`config.mk`:
```
export PLATFORM = sky130hd
export DESIGN_NAME = spi_reg_bridge_flat
export DESIGN_NICKNAME = d
export VERILOG_FILES = /design/src/rtl/spi_reg_bridge_if.sv /design/src/rtl/spi_reg_bridge.sv /design/src/flat_wrapper.sv
export SDC_FILE = /design/constraint.sdc
export NUM_CORES = 1
export LEC_CHECK = 0
export BUFFER_PORTS_ARGS = -buffer_cell sky130_fd_sc_hd__clkbuf_2
export CAP_MARGIN = 20
export CORE_MARGIN = 3
export CORE_UTILIZATION = 50
export CTS_CLUSTER_SIZE = 28
export DETAILED_ROUTE_END_ITERATION = 8
export PLACE_DENSITY = 0.88
export SETUP_SLACK_MARGIN = 0.1
export SYNTH_ARGS = -nofsm -noshare
export SYNTH_HDL_FRONTEND = slang
export SYNTH_SLANG_ARGS = --single-unit
```
`constraint.sdc`:
```
create_clock -name clk_i -period 1.7 [get_ports clk_i]
set_input_delay 0.17 -clock clk_i [delete_from_list [all_inputs] [get_ports clk_i]]
set_output_delay 0.17 -clock clk_i [all_outputs]
set_load 0.01 [all_outputs]
```
`src/rtl/spi_reg_bridge_if.sv`:
```
// Bundles the SPI slave byte port, the register bus and the bridge status lines.
//   master : the bridge side; drives TX load, register strobes/address/data, busy, err.
//   slave  : the environment side; drives RX bytes, raw chip select and read data.
interface spi_reg_bridge_if;
  logic       rx_dv;      // one-cycle pulse, rx_byte valid
  logic [7:0] rx_byte;    // byte received on MOSI
  logic       spi_cs_n;   // raw, asynchronous chip select
  logic       tx_dv;      // one-cycle pulse, load tx_byte into the slave
  logic [7:0] tx_byte;    // next byte for MISO
  logic       reg_wr;     // one-cycle write strobe
  logic       reg_rd;     // one-cycle read strobe
  logic [6:0] reg_addr;   // register address
  logic [7:0] reg_wdata;  // write data, valid with reg_wr
  logic [7:0] reg_rdata;  // read data, valid one cycle after reg_rd
  logic       busy;       // frame active
  logic       err;        // byte received outside a frame

  modport master (
    input  rx_dv, rx_byte, spi_cs_n, reg_rdata,
    output tx_dv, tx_byte, reg_wr, reg_rd, reg_addr, reg_wdata, busy, err
  );

  modport slave (
    output rx_dv, rx_byte, spi_cs_n, reg_rdata,
    input  tx_dv, tx_byte, reg_wr, reg_rd, reg_addr, reg_wdata, busy, err
  );
endinterface

```
`src/rtl/spi_reg_bridge.sv`:
```
// SPI command decoder and register-bus master.
// Each chip-select frame starts with {RW, ADDR[6:0]}; following bytes are write data (RW=0)
// or dummies that clock out prefetched read data (RW=1). A status byte is loaded for MISO
// after reset and at every frame end so the next frame's command byte returns it.
//   clk_i  : system clock (>= 8x SPI clock)
//   rst_i  : asynchronous active-high reset
//   bus_io : spi_reg_bridge_if.master (RX/TX byte port, register bus, busy, err)
module spi_reg_bridge #(
  parameter logic [7:0] StatusByte = 8'hA5,
  parameter bit         AutoInc    = 1'b1
) (
  input logic              clk_i,
  input logic              rst_i,
  spi_reg_bridge_if.master bus_io
);

  typedef enum logic [2:0] {StIdle, StCmd, StWr, StRdIssue, StRdLoad, StRd} state_e;

  localparam logic [6:0] AddrStep = {6'd0, AutoInc};

  state_e     state_q, state_d;
  logic       cs_meta_q, cs_s_q;
  logic       init_q;
  logic       frame_end;

  logic       tx_dv_q, tx_dv_d;
  logic [7:0] tx_byte_q, tx_byte_d;
  logic       reg_wr_q, reg_wr_d;
  logic       reg_rd_q, reg_rd_d;
  logic [6:0] addr_q, addr_d;
  logic [7:0] wdata_q, wdata_d;
  logic       busy_q, busy_d;
  logic       err_q, err_d;

  // Synchronized CS high while a frame is open closes it, whatever the state.
  assign frame_end = (state_q != StIdle) && cs_s_q;

  // State register
  always_ff @(posedge clk_i or posedge rst_i) begin
    if (rst_i) begin
      state_q <= StIdle;
    end else begin
      state_q <= state_d;
    end
  end

  // Next-state logic
  always_comb begin
    state_d = state_q;
    case (state_q)
      StIdle:    if (!cs_s_q) state_d = StCmd;
      StCmd:     if (bus_io.rx_dv) state_d = bus_io.rx_byte[7] ? StRdIssue : StWr;
      StWr:      state_d = StWr;
      StRdIssue: state_d = StRdLoad;
      StRdLoad:  state_d = StRd;
      StRd:      if (bus_io.rx_dv) state_d = StRdIssue;
      default:   state_d = StIdle;
    endcase
    if (frame_end) state_d = StIdle;
  end

  // Output next-state logic; every output is registered below.
  always_comb begin
    tx_dv_d   = 1'b0;
    tx_byte_d = tx_byte_q;
    reg_wr_d  = 1'b0;
    wdata_d   = wdata_q;
    err_d     = 1'b0;
    busy_d    = ~cs_meta_q;  // tracks cs_s_q inverted, in the same clock
    // A write presents the old address with the strobe, then advances one cycle later.
    addr_d    = reg_wr_q ? addr_q + AddrStep : addr_q;

    case (state_q)
      StIdle: begin
        if (bus_io.rx_dv) err_d = 1'b1;
      end
      StCmd: begin
        if (bus_io.rx_dv) begin
          addr_d = bus_io.rx_byte[6:0];
          if (!bus_io.rx_byte[7]) begin
            tx_dv_d   = 1'b1;
            tx_byte_d = bus_io.rx_byte;
          end
        end
      end
      StWr: begin
        if (bus_io.rx_dv) begin
          reg_wr_d  = 1'b1;
          wdata_d   = bus_io.rx_byte;
          tx_dv_d   = 1'b1;
          tx_byte_d = bus_io.rx_byte;
        end
      end
      StRdLoad: begin
        tx_dv_d   = 1'b1;
        tx_byte_d = bus_io.reg_rdata;
      end
      StRd: begin
        if (bus_io.rx_dv) addr_d = addr_q + AddrStep;
      end
      default: ;
    endcase

    // Strobe is high exactly while the FSM sits in StRdIssue.
    reg_rd_d = (state_d == StRdIssue);

    // Status preload wins over any echo or read-data load.
    if (frame_end || init_q) begin
      tx_dv_d   = 1'b1;
      tx_byte_d = StatusByte;
    end
  end

  // Synchronizer and output registers
  always_ff @(posedge clk_i or posedge rst_i) begin
    if (rst_i) begin
      cs_meta_q <= 1'b1;
      cs_s_q    <= 1'b1;
      init_q    <= 1'b1;
      tx_dv_q   <= 1'b0;
      tx_byte_q <= 8'h00;
      reg_wr_q  <= 1'b0;
      reg_rd_q  <= 1'b0;
      addr_q    <= 7'h00;
      wdata_q   <= 8'h00;
      busy_q    <= 1'b0;
      err_q     <= 1'b0;
    end else begin
      cs_meta_q <= bus_io.spi_cs_n;
      cs_s_q    <= cs_meta_q;
      init_q    <= 1'b0;
      tx_dv_q   <= tx_dv_d;
      tx_byte_q <= tx_byte_d;
      reg_wr_q  <= reg_wr_d;
      reg_rd_q  <= reg_rd_d;
      addr_q    <= addr_d;
      wdata_q   <= wdata_d;
      busy_q    <= busy_d;
      err_q     <= err_d;
    end
  end

  assign bus_io.tx_dv     = tx_dv_q;
  assign bus_io.tx_byte   = tx_byte_q;
  assign bus_io.reg_wr    = reg_wr_q;
  assign bus_io.reg_rd    = reg_rd_q;
  assign bus_io.reg_addr  = addr_q;
  assign bus_io.reg_wdata = wdata_q;
  assign bus_io.busy      = busy_q;
  assign bus_io.err       = err_q;

endmodule

```
`src/flat_wrapper.sv`:
```
// flat-port wrapper written by rule: the top's interface ports become plain ports
module spi_reg_bridge_flat 
#(
  parameter logic [7:0] StatusByte = 8'hA5,
  parameter bit         AutoInc    = 1'b1
)
  (clk_i, rst_i, bus_io_rx_dv, bus_io_rx_byte, bus_io_spi_cs_n, bus_io_reg_rdata, bus_io_tx_dv, bus_io_tx_byte, bus_io_reg_wr, bus_io_reg_rd, bus_io_reg_addr, bus_io_reg_wdata, bus_io_busy, bus_io_err);
  spi_reg_bridge_if bus_io_i ();
  input logic clk_i;
  input logic rst_i;
  input wire logic [$bits(bus_io_i.rx_dv)-1:0] bus_io_rx_dv;
  input wire logic [$bits(bus_io_i.rx_byte)-1:0] bus_io_rx_byte;
  input wire logic [$bits(bus_io_i.spi_cs_n)-1:0] bus_io_spi_cs_n;
  input wire logic [$bits(bus_io_i.reg_rdata)-1:0] bus_io_reg_rdata;
  output wire logic [$bits(bus_io_i.tx_dv)-1:0] bus_io_tx_dv;
  output wire logic [$bits(bus_io_i.tx_byte)-1:0] bus_io_tx_byte;
  output wire logic [$bits(bus_io_i.reg_wr)-1:0] bus_io_reg_wr;
  output wire logic [$bits(bus_io_i.reg_rd)-1:0] bus_io_reg_rd;
  output wire logic [$bits(bus_io_i.reg_addr)-1:0] bus_io_reg_addr;
  output wire logic [$bits(bus_io_i.reg_wdata)-1:0] bus_io_reg_wdata;
  output wire logic [$bits(bus_io_i.busy)-1:0] bus_io_busy;
  output wire logic [$bits(bus_io_i.err)-1:0] bus_io_err;
  assign bus_io_i.rx_dv = bus_io_rx_dv;
  assign bus_io_i.rx_byte = bus_io_rx_byte;
  assign bus_io_i.spi_cs_n = bus_io_spi_cs_n;
  assign bus_io_i.reg_rdata = bus_io_reg_rdata;
  assign bus_io_tx_dv = bus_io_i.tx_dv;
  assign bus_io_tx_byte = bus_io_i.tx_byte;
  assign bus_io_reg_wr = bus_io_i.reg_wr;
  assign bus_io_reg_rd = bus_io_i.reg_rd;
  assign bus_io_reg_addr = bus_io_i.reg_addr;
  assign bus_io_reg_wdata = bus_io_i.reg_wdata;
  assign bus_io_busy = bus_io_i.busy;
  assign bus_io_err = bus_io_i.err;
  spi_reg_bridge #(.StatusByte(StatusByte), .AutoInc(AutoInc)) u_core (.clk_i(clk_i), .rst_i(rst_i), .bus_io(bus_io_i));
endmodule
```
==> impl_metrics.py <==
metrics = {
    "outcome": {
        "status": "finished clean",
    },
    "clock_network": {
        "cts_root_buf": "clkbuf_4",
        "htree_levels": 2,
        "clock_sinks": 34,
        "cts_tree": "done",
        "clk_latency_ps": 330,
        "path_clk_slew_ps": 100,
        "cts_buffers": 5,
        "clockBufferDepth": 2,
    },
    "synthesis": {
        "yosysTopAreaCellShare": 0.488,
        "synth_flop_cell": "dfrtp_1",
        "yosysMostFrequentCell": "dfrtp_1",
        "synth_area_leader_cell": "dfrtp_1",
        "ys_ff_latch": 34,
        "synth-edff-count": 0,
        "synthTopCellsByArea": "dfrtp_1 (49%), mux2_2 (7.8%), mux2i_1 (5.7%)",
        "ys.warnings.count": 0,
        "ys_seq_area_frac": 0.538,
        "syn_area_um2": 1590,
        "yosys-top-cells-count": "dfrtp_1 (31), nor2_1 (14), mux2_2 (11), nand2_1 (11), mux2i_1 (9)",
        "syn_inst": 138,
        "async_flop_share": 1.00,
        "synth_cell_types": 36,
        "synthesis.nets": 159,
        "avgSynthCellArea_um2": 11.5,
    },
    "timing": {
        "fin_skew_ps": 7.98,
        "fin_hold_ws_ps": 96.1,
        "post-route-period-util": 0.927,
        "fmax_mhz": 634,
        "setup_viol": 0,
        "period_needed_ps": 1580,
        "rsz0062_at_grt": "true",
        "slew_viol_final": 0,
        "hold_viol": 0,
        "fin_setup_tns_ps": 0,
    },
    "worst_hold_path": {
        "min_path_type": "primary input to flop",
        "worstHoldPathCells": 3,
        "whs_endpoint": "u_core.bus_io.reg_addr[6]",
        "worstHoldStart": "bus_io_rx_byte[6]",
    },
    "cells_and_area": {
        "n_fill_cell": 232,
        "final_area_um2": 1980,
        "diodes": 0,
        "layout-drive-gt1-share": 0.442,
        "regArea_um2": 857,
        "multiInputGateArea_um2": 666,
        "fin_nets": 217,
        "synthToLayoutAreaGrowth_pct": 24.7,
        "fin_cells": 239,
    },
    "setup_path": {
        "arrival_ps": 1790,
        "critPathCaptureType": "flop",
        "worstSetupStartpointType": "flop",
        "cpPeakStageDelay_ps": 460,
        "rr_startpoint": "u_core.state_q[1]",
        "critical_path.cell_chain": "nor3b_1 -> buf_4 -> mux2_2 -> mux2i_1 -> nand2_1",
        "ff2ff_setup_slack_ps": 120,
        "crit_required_ps": 1910,
        "critPathKind": "flop to flop",
        "critPathSlowestCell": "dfrtp_2",
        "r2r_end": "u_core.bus_io.tx_byte[5]",
        "cp_max_fo": 7,
        "r2r_cells": 5,
    },
    "flow_run": {
        "cap_violations": 0,
    },
    "placed_design": {
        "io_buffer_count": 47,
        "dp_hpwl_um": 2870,
        "dpl_cell_area_um2": 1870,
        "post-place-cells": 226,
        "gp_congestion": 0.949,
    },
    "drt": {
        "viasPerCell": 5.49,
        "ant_nets": 0,
        "drc": 0,
        "wire_per_inst_um": 15.8,
        "drt-initial-drc-count": 80,
        "routed_wl_um": 3770,
        "vias": 1312,
        "dr.pass1.iters": 4,
    },
    "floorplan": {
        "fp-row-count": 19,
        "die_area_um2": 3890,
        "initial_core_util": 0.548,
        "die_h_um": 62.4,
        "design.core.area_um2": 2900,
        "io_pins": 48,
        "die_w_um": 62.4,
    },
    "grt": {
        "grt_use_total": 0.203,
        "antenna_found_initial": 0,
        "grt_pass1_wl_um": 6210,
        "grt_max_degree": 35,
        "overflow": 0,
        "grt_pass1_vias": 1321,
    },
    "power": {
        "p_leak_nw": 0.937,
        "power.density_nw_per_um2": 1090,
        "power.total_mw": 2.16,
        "ir_drop_v": 0.000625,
    },
}
==> worst max path at each step <==
stage / startpoint / to / slack (ps) / cells after the start
2_1_floorplan: u_core.state_q[1] / u_core.bus_io.tx_dv / 130 / 4
6_report: u_core.state_q[1] / u_core.bus_io.tx_byte[5] / 120 / 5
5_1_grt: u_core.state_q[1] / u_core.bus_io.tx_byte[5] / 60 / 5
4_1_cts: u_core.state_q[1] / u_core.bus_io.reg_addr[4] / 110 / 4
3_5_place_dp: u_core.state_q[0] / u_core.bus_io.tx_byte[6] / 40 / 5
3_3_place_gp: u_core.state_q[0] / u_core.bus_io.tx_dv / 180 / 3
==> registers in the layout (all words and copies together) (netlist names) <==
| register | count |
|---|---|
| u_core.bus_io.tx_byte | 8 |
| u_core.bus_io.err | 1 |
| u_core.bus_io.busy | 1 |
| u_core.state_q | 3 |
| u_core.bus_io.reg_wdata | 8 |
| u_core.cs_s_q | 1 |
| u_core.bus_io.reg_rd | 1 |
| u_core.cs_meta_q | 1 |
| u_core.init_q | 1 |
| u_core.bus_io.reg_addr | 7 |
| u_core.bus_io.reg_wr | 1 |
| u_core.bus_io.tx_dv | 1 |
==> cells in the final DEF (no fill, tap or decap), types with 2 or more instances in the layout <==
cell,n
xor2_1,5
dfrtp_2,2
clkbuf_2,48
a21oi_1,5
mux2i_1,9
nor3_1,2
nand2_1,11
o22ai_1,2
dfstp_2,3
clkbuf_4,5
nand3b_1,2
buf_4,9
dfrtp_1,29
dlygate4sd3_1,2
nor2_1,14
o21ai_0,4
inv_1,5
and4bb_1,2
a211oi_1,3
mux2_2,11
o2111ai_1,3
==> cell type report <==
type                            instances  share of cell area
Sequential cell                        34               0.432
Multi-Input combinational cell         91               0.336
Timing Repair Buffer                   59               0.165
Clock buffer                            7              0.0278
Tap cell                               42              0.0265
Inverter                                5             0.00947
Clock inverter                          1             0.00253
==> per-layer routing <==
layer,global-route usage,up-vias,wire (um)
met5,0,-,0
met1,0.246,635,1480
met2,0.339,60,1910
li1,-,604,-
met4,0.107,0,107
met3,0.0450,13,274
==> per-stage QoR <==
stage / worst slack (ps) / utilization
2_1_floorplan: 133 / -
3_3_place_gp: 176 / 0.643
3_5_place_dp: 39.5 / 0.643
4_1_cts: 114 / 0.676
5_1_grt: 62.8 / 0.683
6_report: 123 / 0.683
==> worst max-delay path: cells and delay by family (launching register included) <==
| family | cells | cell delay [ps] |
|---|---|---|
| multiplexers | 2 | 480 |
| flip-flops | 1 | 460 |
| AND/OR/NAND/NOR | 2 | 330 |
| buffers and inverters | 1 | 200 |
==> power by group <==
group          internal [mW]  total (mW)  leakage [nW]  switching (mW)
sequential             0.967        1.10         0.403           0.134
combinational          0.289       0.602         0.499           0.313
clock                  0.200       0.460        0.0353           0.260
==> kinds of logic after synthesis <==
family	after synthesis	share of synthesized area
other cells	1	0.00236
compound gates	24	0.109
buf+inv	13	0.0520
fa+ha+maj	1	0.00787
mux	20	0.135
simple gates	40	0.128
xor+xnor	5	0.0276
flops	34	0.538
==> timing repair <==
action                                  CTS  global route
endpoints found under the setup margin    6            10
hold buffers                              2             0
pin swaps                                 0             1
endpoints found under the hold margin    32             0
gates resized for setup                   2             3
buffers inserted                          1             2
gates cloned                              0             0
(Power assumes the default switching activity.)
